**config.mk**
```make
export PLATFORM = sky130hd
export DESIGN_NAME = seg_scroll_ctrl
export DESIGN_NICKNAME = d
export VERILOG_FILES = /design/src/rtl/seg_pkg.sv /design/src/rtl/seg_hex_dec.sv /design/src/rtl/seg_scroll_ctrl.sv
export SDC_FILE = /design/constraint.sdc
export NUM_CORES = 1
export LEC_CHECK = 0
export BUFFER_PORTS_ARGS = -buffer_cell sky130_fd_sc_hd__buf_2
export CAP_MARGIN = 10
export CORE_ASPECT_RATIO = 0.9
export CORE_MARGIN = 5
export CORE_UTILIZATION = 30
export CTS_BUF_LIST = sky130_fd_sc_hd__clkbuf_16
export CTS_CLUSTER_SIZE = 10
export DETAILED_ROUTE_END_ITERATION = 6
export PLACE_DENSITY = 0.49
export SETUP_SLACK_MARGIN = 0.2
export SYNTH_ARGS = -nofsm -noshare
export SYNTH_HDL_FRONTEND = slang
export SYNTH_HIERARCHICAL = 1
export SYNTH_SLANG_ARGS = --single-unit
```
**constraint.sdc**
```tcl
create_clock -name clk -period 18.13 [get_ports clk]
set_input_delay 2.7195 -clock clk [delete_from_list [all_inputs] [get_ports clk]]
set_output_delay 2.7195 -clock clk [all_outputs]
set_load 0.005 [all_outputs]
```
**src/rtl/seg_pkg.sv**
```systemverilog
// Shared types and constants for the scrolling hex display controller:
// FSM state encoding, blank pattern and the active-low hex-to-segment table.
package seg_pkg;

  typedef enum logic {
    ST_IDLE   = 1'b0,
    ST_SCROLL = 1'b1
  } seg_state_e;

  localparam logic [6:0] SEG_BLANK = 7'h7F;

  // Bits [6:0] = {a,b,c,d,e,f,g}, active low; entry 0 is the last element.
  localparam logic [15:0][6:0] HEX_SEG = {
    7'h38, 7'h30, 7'h42, 7'h31, 7'h60, 7'h08, 7'h04, 7'h00,
    7'h0F, 7'h20, 7'h24, 7'h4C, 7'h06, 7'h12, 7'h4F, 7'h01
  };

endpackage

```
**src/rtl/seg_hex_dec.sv**
```systemverilog
// Combinational hex nibble to active-low 7-segment pattern.
module seg_hex_dec
  import seg_pkg::*;
(
  input  logic [3:0] hex,
  output logic [6:0] seg
);

  assign seg = HEX_SEG[hex];

endmodule

```
**src/rtl/seg_scroll_ctrl.sv**
```systemverilog
// Eight-digit scrolling hex message display with an append-only nibble buffer.
// Optional freeze input enabled by defining SEG_SCROLL_PAUSE_EN.
module seg_scroll_ctrl
  import seg_pkg::*;
#(
  parameter int TICK_DIV  = 50000000,
  parameter int MSG_DEPTH = 16
) (
  input  logic       clk,
  input  logic       rst,
  input  logic       wr_valid,
  input  logic [3:0] wr_data,
  output logic       wr_ready,
  input  logic       clear,
  input  logic       start,
  input  logic       stop,
`ifdef SEG_SCROLL_PAUSE_EN
  input  logic       pause,
`endif
  output logic       busy,
  output logic [6:0] seg0,
  output logic [6:0] seg1,
  output logic [6:0] seg2,
  output logic [6:0] seg3,
  output logic [6:0] seg4,
  output logic [6:0] seg5,
  output logic [6:0] seg6,
  output logic [6:0] seg7,
  output seg_state_e state_dbg
);

  localparam int AW = $clog2(MSG_DEPTH);
  localparam int LW = AW + 1;
  localparam int CW = $clog2(TICK_DIV);
  localparam logic [LW-1:0] DEPTH_L = LW'(MSG_DEPTH);
  localparam logic [CW-1:0] TERM    = CW'(TICK_DIV - 1);

  seg_state_e    state;
  logic [3:0]    mem [MSG_DEPTH];
  logic [LW-1:0] len;
  logic [AW-1:0] pos;
  logic [CW-1:0] cnt;
  logic          rdy_q;
  logic          busy_q;
  logic [6:0]    seg_q [8];
  logic          freeze;
  logic          wr_fire;
  logic [AW-1:0] idx [8];
  logic [3:0]    dig_hex [8];
  logic [6:0]    dec_seg [8];
  logic [LW-1:0] nxt;
  logic [LW-1:0] pos_inc;

`ifdef SEG_SCROLL_PAUSE_EN
  assign freeze = pause;
`else
  assign freeze = 1'b0;
`endif

  // Write handshake: a nibble transfers on a rising clk edge where wr_valid
  // and wr_ready are both high; wr_ready never depends on wr_valid.
  // rdy_q keeps ready low for the first cycle after reset is released.
  assign wr_ready = rdy_q && (state == ST_IDLE) && (len < DEPTH_L) && !clear;
  assign wr_fire  = wr_valid && wr_ready;
  assign pos_inc  = {1'b0, pos} + LW'(1);

  // Digit j shows buf[(pos+j) mod len]; each index is the previous one plus
  // one with a wrap at len, so short messages repeat without a divider.
  always_comb begin
    nxt = '0;
    idx[0] = pos;
    for (int j = 1; j < 8; j++) begin
      nxt    = {1'b0, idx[j-1]} + LW'(1);
      idx[j] = (nxt == len) ? '0 : nxt[AW-1:0];
    end
    for (int j = 0; j < 8; j++) begin
      dig_hex[j] = mem[idx[j]];
    end
  end

  for (genvar j = 0; j < 8; j++) begin : g_dec
    seg_hex_dec u_dec (
      .hex(dig_hex[j]),
      .seg(dec_seg[j])
    );
  end

  always_ff @(posedge clk) begin
    if (wr_fire) begin
      mem[len[AW-1:0]] <= wr_data;
    end
  end

  always_ff @(posedge clk) begin
    if (!rst) begin
      state  <= ST_IDLE;
      len    <= '0;
      pos    <= '0;
      cnt    <= '0;
      rdy_q  <= 1'b0;
      busy_q <= 1'b0;
      for (int d = 0; d < 8; d++) begin
        seg_q[d] <= SEG_BLANK;
      end
    end else begin
      rdy_q <= 1'b1;
      for (int j = 0; j < 8; j++) begin
        seg_q[7-j] <= (state == ST_SCROLL) ? dec_seg[j] : SEG_BLANK;
      end
      case (state)
        ST_IDLE: begin
          if (clear) begin
            len <= '0;
          end else if (wr_fire) begin
            len <= len + LW'(1);
          end
          if (start && (len != '0) && !clear) begin
            state  <= ST_SCROLL;
            busy_q <= 1'b1;
            pos    <= '0;
            cnt    <= '0;
          end
        end
        ST_SCROLL: begin
          if (stop) begin
            state  <= ST_IDLE;
            busy_q <= 1'b0;
          end else if (!freeze) begin
            if (cnt == TERM) begin
              cnt <= '0;
              pos <= (pos_inc == len) ? '0 : pos_inc[AW-1:0];
            end else begin
              cnt <= cnt + CW'(1);
            end
          end
        end
        default: begin
          state  <= ST_IDLE;
          busy_q <= 1'b0;
        end
      endcase
    end
  end

  assign busy      = busy_q;
  assign state_dbg = state;
  assign seg0 = seg_q[0];
  assign seg1 = seg_q[1];
  assign seg2 = seg_q[2];
  assign seg3 = seg_q[3];
  assign seg4 = seg_q[4];
  assign seg5 = seg_q[5];
  assign seg6 = seg_q[6];
  assign seg7 = seg_q[7];

endmodule
```
Yosys cells after proc, flatten, opt, wreduce, memory -nomap -nowiden
Memories as Yosys holds them, arrays and structs flattened. A register that Yosys moved wholly into a read port is not among the register bits.
Index checks and enable logic that the tools add are counted.
Word-level totals
  memory bits (read-only): 896
  bits of input ports: 10
  bits in latches: 0
  memories: 10
  word-level logic and storage cells: 121
  output and inout port bits: 59
  RAM bits: 120
  register bits after elaboration: 38
Memory list
  (no name shown): words 16, width 7, read ports 1, clocked after Yosys merged registers in 0, wr ports 0, RTL line seg_hex_dec.sv:9  | assign seg = HEX_SEG[hex];
  (no name shown): words 16, width 7, read ports 1, clocked after Yosys merged registers in 0, wr ports 0, RTL line seg_hex_dec.sv:9
  (no name shown): words 16, width 7, read ports 1, clocked after Yosys merged registers in 0, wr ports 0, RTL line seg_hex_dec.sv:9
  (no name shown): words 16, width 7, read ports 1, clocked after Yosys merged registers in 0, wr ports 0, RTL line seg_hex_dec.sv:9
  (no name shown): words 16, width 7, read ports 1, clocked after Yosys merged registers in 0, wr ports 0, RTL line seg_hex_dec.sv:9
  (no name shown): words 16, width 7, read ports 1, clocked after Yosys merged registers in 0, wr ports 0, RTL line seg_hex_dec.sv:9
  4 more memories
Operators by class
  shift operators: 0
  reduce and logical (&&, ||, !) cells: 13
  muxes and demuxes: 53
  order comparisons: 9
  bitwise operators: 9
  multiply operators: 0
  divide/modulo/power cells: 0
  eq/ne operators: 12
  add/subtract/negate cells: 9
Operators with widths (count)
  7-bit 2-to-1 mux: 24
  26-bit 2-to-1 mux: 3
  26-bit one-hot mux with 2 select lines: 1
  4-bit 2-to-1 mux: 12
  4-bit by 5-bit less-than comparator with 1-bit output, second input constant: 8
  4-bit by 1-bit adder with 5-bit output, second input constant: 7
  5-bit equality test: 7
  26-bit by 1-bit adder with 26-bit output, second input constant: 1
  26-bit equality test, second input constant: 1
  5-bit 2-to-1 mux: 2
  1-bit 2-to-1 mux: 8
  1-bit bitwise OR: 8
  4-bit one-hot mux with 2 select lines: 1
  1-bit logical AND: 6
  2-bit AND reduction: 3
  5-bit by 1-bit adder with 5-bit output, second input constant: 1
  5-bit less-than comparator, second input constant: 1
  5-bit nonzero test: 1
  2-bit by 1-bit != test with 1-bit output, second input constant: 2
  2-bit != test, second input constant: 2
  1-bit one-hot mux with 2 select lines: 2
  3-bit AND reduction: 1
  2-bit nonzero test: 1
  1-bit logical NOT: 1
  1-bit inverter: 1

Logic depth before layout (Yosys ltp)
Gate-level depths: netlist of run 1.
An unclocked memory read counts as a cell.
  word-level depth: 26
  depth in mapped cells: 77

By module
Netlist of run 1, hierarchy kept.
By module, submodules not included
  seg_scroll_ctrl: instances 1, sequential area each 3883.7 µm², area an instance 12074.1 µm², cells each 1408
  seg_hex_dec at g_dec[4].u_dec ...: instances 4, sequential area each 0.0 µm², area an instance 269.0 µm², cells each 33
  seg_hex_dec at g_dec[2].u_dec ...: instances 2, sequential area each 0.0 µm², area an instance 274.0 µm², cells each 32
  seg_hex_dec at g_dec[0].u_dec ...: instances 2, sequential area each 0.0 µm², area an instance 247.7 µm², cells each 35

Worst setup path after synthesis of run 1
OpenSTA, ideal clock, no wires.
  path kind: register -> register
  start: register pos[0]
  end: memory seg_q[0][3]
  required time: 18007 ps
  stages on the path, launching flop included: 72
  path buffers: 16
  path slack: 3004 ps
  library setup time: 123 ps
  data arrival time: 15002 ps
  period minus slack after synthesis: 15126 ps
  cell sequence: dfxtp_1 ha_1 buf_4 or3b_1 a211oi_2 o211ai_1 nand2_1 clkbuf_1 inv_1 clkbuf_1 ha_1 nor4b_1 a31oi_1 mux2_1 or3_4 o21ai_1 clkbuf_1 inv_1 [... 36 more ...] buf_4 buf_2 ha_1 clkbuf_1 xor2_1 a211oi_1 a32oi_1 a311oi_2 a21oi_2 buf_6 o31a_1 o22ai_1 mux2i_1 inv_1 ha_1 inv_1 mux4_2 or2_2
RTL lines
  start: declaration: RTL line seg_scroll_ctrl.sv:41  | logic [AW-1:0] pos;
  start signal: assignment: RTL line seg_scroll_ctrl.sv:131  | pos <= (pos_inc == len) ? '0 : pos_inc[AW-1:0];
  end: declaration: RTL line seg_scroll_ctrl.sv:45  | logic [6:0] seg_q [8];

==> run summary, run 1 <==
Outcome: finished clean
HPWL after DPL: 35,500 um
Final Hold Vio Count: 0
Synth Warn #: 6
Synth cell count leaders: nand2_1, dfxtp_1, nor2_1
Worst Path Max Fanout: 50
Synth cell types: 97
Main synth FF type: dfxtp_1
Post-synthesis cell area: 14,200 um2
RSZ-0062 raised after global routing: no
Share of cells above drive strength 1: 16.5%
Row cnt: 75
Post-CTS repair timing setup buffer count: 0
Maximum clock rate: 59.8 MHz
Min Tclk post-route: 16.72 ns
Vias in the first global route: 12,300
Worst EP required: 18.51 ns
Worst relative slew slack: 21.6%
Area contributors post-synth: dfxtp_1, edfxtp_1, mux2i_1
Register area share after synthesis: 27.4%
Crit. End Element: register
Worst-Skew Late Latency: 0.50 ns
Clk_skew: 0.0159 ns
Post-synth EDFFs: 64
R2R Setup Slk: 1.41 ns
Post-Synthesis Cells: 1,674
ANT nets after route: 0
Number of hold buffers added after CTS: 0
Static leakage: 0.00560 uW
CTS Buf Count: 17
Worst Path Arrival: 17.10 ns
Worst vdd ir: 0.0727 mV
Clock Sinks: 162
Multi-input logic area: 9590 um2
Final period util: 92.2%
Startpoint types: register
I/O Buffers: 68
Total I/O pin count: 69
Die height: 216 um
First-pass GRT wire length: 76,200 um
Final WL: 51,000 um
Vias: 13,500
Register area: 3880 um2
Total GRT Usage: 19.1%
CTS tree: yes
R2R cell count: 62
Grt total ovfl: 0
Worst Hold Path EP: cnt[19]
# DRC: 0
Slowest-stage cell, CP: dfxtp_1
Routed WL per cell: 22.3 um
Setup violations, final: 0
Number of DRC violations after detailed-routing iteration 0: 1,368
Power Dens Cells: 88.9 nW/um2
CTS max path bufs: 2
Mean Syn Cell Area: 8.48 um2
H-tree depth: 4
Nets: 1,735
Hold path depth: 2
CP max stage delay: 0.62 ns
Pwr Total: 1390 uW
Top cell type by total area after synthesis: dfxtp_1
Worst R2R End: seg_q[0][3]
CTS resizes: 0
Syn Nets: 1,752
Largest net degree at the start of global routing: 57
CTS Root Cell: clkbuf_16
GP Congestion: 0.963
Worst-margin pin slew: 1.18 ns
Setup TNS: 0 ns
Hold Startpoint: cnt[19]
Asr flop ratio synth: 0%
CTS clk-pin slew, worst paths: 0.07 ns
DIE WIDTH: 239 um
Vias per cell: 5.89
Worst reg2reg path startpoint: pos[0]
Die area: 51,800 um2
Max_cap viols: 0
CP dominant cell by count: ha_1
Hold WC Path Type: register to register
First-pass detailed-route iteration total: 6
Crit Path Category: register to register
Fill cells: 4,862
Count leader, synth: nand2_1
Top cell type's share of synthesized area: 13.8%
Core box area: 46,700 um2
Initial Util: 30.4%
Slew Viols, Final: 0
Yosys reg bits: 162
Initial antenna violation count: 0
Layout area overhead: 9.84%
where the power goes:
group | switching, uW | internal [uW] | leakage [uW] | total (uW)
clock network | 192 | 200 | 0.000306 | 392
registers | 1.79 | 379 | 0.00137 | 381
logic | 355 | 258 | 0.00392 | 613
layer usage:
metal / part of all wire (%) / track usage (%) / vias to the layer above
li1: - / - / 6239
met3: 9.8 / 4.49 / 107
met4: 2.7 / 6.39 / 0
met2: 43 / 28.0 / 637
met1: 45 / 27.5 / 6482
met5: 0 / 0 / -
per-stage QoR:
stage,cells,setup slack (ns),util [%],cell area (um2),hold WS [ns]
finish,2287,1.41,33.4,15600,0.502
CTS,2285,0.524,33.3,15500,0.503
floorplan,1674,3.00,-,14200,0.441
global placement,2253,1.00,31.9,14900,0.478
global route,2286,0.200,33.4,15600,0.531
detailed placement,2253,0.636,31.9,14900,0.485
worst max-delay path by stage:
stage	end	startpoint	cells after the start	slack, ns
final	seg_q[0][3]	pos[0]	62	1.41
after detailed placement	seg_q[0][3]	pos[0]	59	0.64
after global routing	seg_q[0][3]	pos[0]	64	0.20
after CTS	seg_q[0][3]	pos[0]	59	0.52
after floorplan	seg_q[0][3]	pos[0]	71	3.00
after global placement	seg_q[0][3]	pos[0]	59	1.00
state kept, by name, indices dropped and copies added, names as in the netlist, named ones only:
| register | count |
|---|---|
| mem | 64 |
| seg_q | 56 |
| cnt | 26 |
| len | 5 |
| pos | 4 |
| busy | 1 |
| rdy_q | 1 |
| state_dbg | 1 |
area by class of cell:
class | instances | area share, %
inverters | 48 | 1.16
flip-flops and latches | 162 | 24.9
clock inverters | 15 | 1.32
repair buffers | 93 | 3.41
clock buffers | 17 | 2.73
diodes | 1 | 0.0161
well taps | 616 | 4.94
multi-input cells | 1335 | 61.5
critical path: cells and delay by family (launching register included):
| family | cells | cell delay (ns) |
|---|---|---|
| flops | 1 | 0.62 |
| buf+inv | 9 | 1.94 |
| compound gates | 19 | 4.63 |
| xor+xnor | 3 | 0.57 |
| fa+ha+maj | 8 | 3.18 |
| mux | 3 | 1.12 |
| simple gates | 20 | 4.47 |
cells in the final DEF, fill, tap and decap left out, types with 25 or more instances in the layout:
| cell type | netlist | routed |
|---|---|---|
| o221ai_1 | 27 | 27 |
| nand2b_1 | 25 | 25 |
| inv_1 | 44 | 44 |
| a21oi_1 | 83 | 83 |
| o21ai_1 | 25 | 25 |
| o211ai_1 | 36 | 36 |
| o22ai_1 | 43 | 43 |
| nand3_1 | 30 | 30 |
| nor2_1 | 95 | 95 |
| and2_1 | 35 | 35 |
| dfxtp_1 | 98 | 98 |
| edfxtp_1 | 64 | 64 |
| ha_1 | 68 | 67 |
| buf_2 | 18 | 68 |
| mux2i_1 | 86 | 85 |
| o21ai_0 | 81 | 81 |
| nand2_1 | 196 | 195 |
| or2_2 | 60 | 60 |
| a211oi_1 | 47 | 47 |
| and3_1 | 35 | 35 |
| mux4_2 | 34 | 34 |
logic make-up after synthesis:
family / after synthesis / share of synthesized area, %
adders and majority gates: 68 / 5.99
muxes: 136 / 12.7
buffers and inverters: 177 / 5.50
DFF: 162 / 27.4
xor gates and xnor gates: 33 / 2.09
and+or+nand+nor: 606 / 22.0
AOI/OAI and AO/OA: 492 / 24.3
No activity file was read; power rests on OpenSTA's default activity.
==> inputs of run 2 (changes only) <==
Settings changed: SYNTH_HIERARCHICAL 1 to default.
==> run 2 against run 1 <==
Compared with the run above:
- clock power is 8.4% lower
- critical endpoint unchanged
- cell count decreased by 2.2%
- maximum frequency is 0.18% lower
- register-to-register slack got worse by 0.03 ns
- via count is 0.88% lower
==> run summary, run 2 <==
CP dominant cell by count: ha_1
Number of DRC violations after detailed-routing iteration 0: 1,493 (+9.1%)
Mean Syn Cell Area: 8.49 um2 (+0.12%)
HPWL after DPL: 36,100 um (+1.7%)
CP max stage delay: 0.63 ns (about the same)
Placed cell area: 14,700 um2 (-1.7%)
Initial antenna violation count: 1 (+1)
CTS Buf Count: 17 (unchanged)
Layout area overhead: 10.6%
Top cell type's share of synthesized area: 14.2% (+0.37 points)
Final Hold Vio Count: 0 (unchanged)
Slowest-stage cell, CP: ha_2
CTS tree: yes
Area contributors post-synth: dfxtp_1, edfxtp_1, mux2i_1
H-tree depth: 4 (unchanged)
Post-Synthesis Cells: 1,628 (-2.7%)
I/O Buffers: 68 (unchanged)
Worst Path Arrival: 17.11 ns (about the same)
Grt total ovfl: 0 (unchanged)
Register area share after synthesis: 28.1% (+0.74 points)
Yosys reg bits: 162 (unchanged)
Hold WC Path Type: register to register
Diodes inserted: 0 (-1)
Power Dens Cells: 83.6 nW/um2 (-6.0%)
Worst reg2reg path startpoint: pos[0]
RSZ-0062 raised after global routing: no
Vias: 13,300 (-0.88%)
Worst EP required: 18.49 ns (-0.02 ns)
Total GRT Usage: 19.6% (+0.50 points)
First-pass detailed-route iteration total: 6 (unchanged)
Pwr Total: 1280 uW (-7.8%)
Slew Viols, Final: 0 (unchanged)
Internal: 772 uW (-7.9%)
Number of hold buffers added after CTS: 0 (unchanged)
Main synth FF type: dfxtp_1
Core box area: 45,500 um2 (-2.7%)
DIE WIDTH: 236 um (-1.3%)
CTS max path bufs: 2 (unchanged)
Top cell type by total area after synthesis: dfxtp_1
Row cnt: 74 (-1.3%)
Die height: 214 um (-1.3%)
Min Tclk post-route: 16.75 ns (+0.0297 ns)
Post-synthesis cell area: 13,800 um2 (-2.6%)
CP startpoint: pos[0]
Clk_skew: 0.0229 ns (+0.00700 ns)
Largest register FFs: 64 (unchanged)
NetSw: 506 uW (-7.8%)
Max_cap viols: 0 (unchanged)
Crit. End Element: register
Setup violations, final: 0 (unchanged)
Worst Path Max Fanout: 29 (-42%)
Clock Sinks: 162 (unchanged)
Setup ws final: 1.38 ns (-0.0297 ns)
Largest net degree at the start of global routing: 49 (-14%)
Share of cells above drive strength 1: 14.6% (-1.9 points)
Routed WL per cell: 23.0 um (+3.1%)
Worst relative slew slack: 30.6% (+9.0 points)
Design area: 15,300 um2 (-2.0%)
Final period util: 92.4% (+0.16 points)
Vias per cell: 5.97 (+1.3%)
Count leader, synth: nand2_1
Worst-Skew Late Latency: 0.47 ns (-0.03 ns)
First-pass GRT wire length: 76,200 um (about the same)
Most frequent cells in the layout: nand2_1, mux2i_1, nor2_1, dfxtp_1, o21ai_0
Synth cell types: 91 (-6.2%)
Setup TNS: 0 ns (unchanged)
Commonest non-fill, non-tap cell in the layout: nand2_1
ANT nets after route: 0 (unchanged)
Clock share of power: 28.1% (-0.2 points)
Initial Util: 30.4% (about the same)
Vias in the first global route: 12,100 (-1.6%)
GP Congestion: 0.942 (-2.3%)
Outcome: finished clean
Dpl ws: 0.539 ns (-0.0972 ns)
Die area: 50,500 um2 (-2.5%)
Static leakage: 0.00548 uW (-2.0%)
Fill cells: 4,701 (-3.3%)
Worst vdd ir: 0.0799 mV (+9.9%)
Worst-margin pin slew: 1.03 ns (-0.142 ns)
CTS Root Cell: clkbuf_16
Maximum clock rate: 59.7 MHz (-0.18%)
Synth cell count leaders: nand2_1, mux2i_1, nor2_1
Synth Warn #: 0 (-6)
Switching Fraction: 39.6% (about the same)
Crit Path Category: register to register
Post-synth EDFFs: 64 (unchanged)
Final WL: 51,400 um (+0.87%)
CTS clk-pin slew, worst paths: 0.07 ns (about the same)
Hold Startpoint: cnt[15]
Syn Nets: 1,698 (-3.1%)
Startpoint types: register
# DRC: 0 (unchanged)
Asr flop ratio synth: 0% (unchanged)
Nets: 1,686 (-2.8%)
Total I/O pin count: 69 (unchanged)
Reg power frac: 29.8% (+2.3 points)
Gate power share: 42.1% (-2.1 points)
## run 2: cell count changes after synthesis, moves of 20 or more
cell	delta
a21oi_1	-31
a221oi_1	+33
mux2i_1	+22
nand2_1	+38
nand3_1	+29
nor3_1	+21
o21ai_1	-20
o22ai_1	-29
or2_2	-53
## run 2: final cells by class
class	count	area [um2]	area share [%]
clock buffers	17	425	2.78
clock inverters	15	151	0.991
inverters	49	186	1.22
multi-input cells	1293	9350	61.2
flip-flops and latches	162	3880	25.4
well taps	608	761	4.98
repair buffers	93	528	3.45
## run 2: logic make-up (layout without fill, tap and decap cells)
group,Yosys count,in the layout,share of synthesized area (%)
buffers and inverters,175,174,4.88
AOI/OAI and AO/OA,440,442,23.8
and+or+nand+nor,589,589,20.2
xor gates and xnor gates,32,32,2.19
DFF,162,162,28.1
adders and majority gates,60,60,5.43
muxes,170,170,15.4
## run 2: power groups by stage
stage,Sequential (uW),Clock (uW),Combinational [uW]
5_1_grt,381,388,589
6_report,381,359,538
3_3_place_gp,389,0,521
2_1_floorplan,389,0,412
3_5_place_dp,389,0,523
4_1_cts,381,374,526
## run 2: metal layers
layer	vias up	global-route usage [%]	share of wire, %
met5	-	0	0
li1	6147	-	-
met1	6415	28.5	44
met4	0	5.69	2.2
met3	93	5.08	11
met2	692	28.8	43
## run 2: worst max-delay path: cells and delay by family (launching register included)
kind,cells,cell delay (ns)
simple gates,19,4.08
flops,1,0.30
xor+xnor,4,0.71
mux,2,0.53
compound gates,19,5.21
buf+inv,11,2.60
fa+ha+maj,8,3.16
## run 2: what timing repair did
action | in CTS | in global routing
gates resized for setup | 0 | 4
buffers inserted | 0 | 0
endpoints found under the setup margin | 0 | 7
## run 2: worst paths after layout
check | depth (start not counted) | slack [ns] | endpoint
max | 63 | 1.38 | seg_q[0][3]
min | 2 | 0.51 | cnt[15]
max reg2reg | 63 | 1.38 | seg_q[0][3]
min reg2reg | 2 | 0.51 | cnt[15]
## run 2: through the flow
step | utilization [%] | std cells | hold WS [ns]
floorplan | - | 1628 | 0.477
global placement | 32.3 | 2203 | 0.490
detailed placement | 32.3 | 2203 | 0.498
CTS | 33.5 | 2235 | 0.519
global route | 33.6 | 2237 | 0.553
finish | 33.6 | 2237 | 0.514
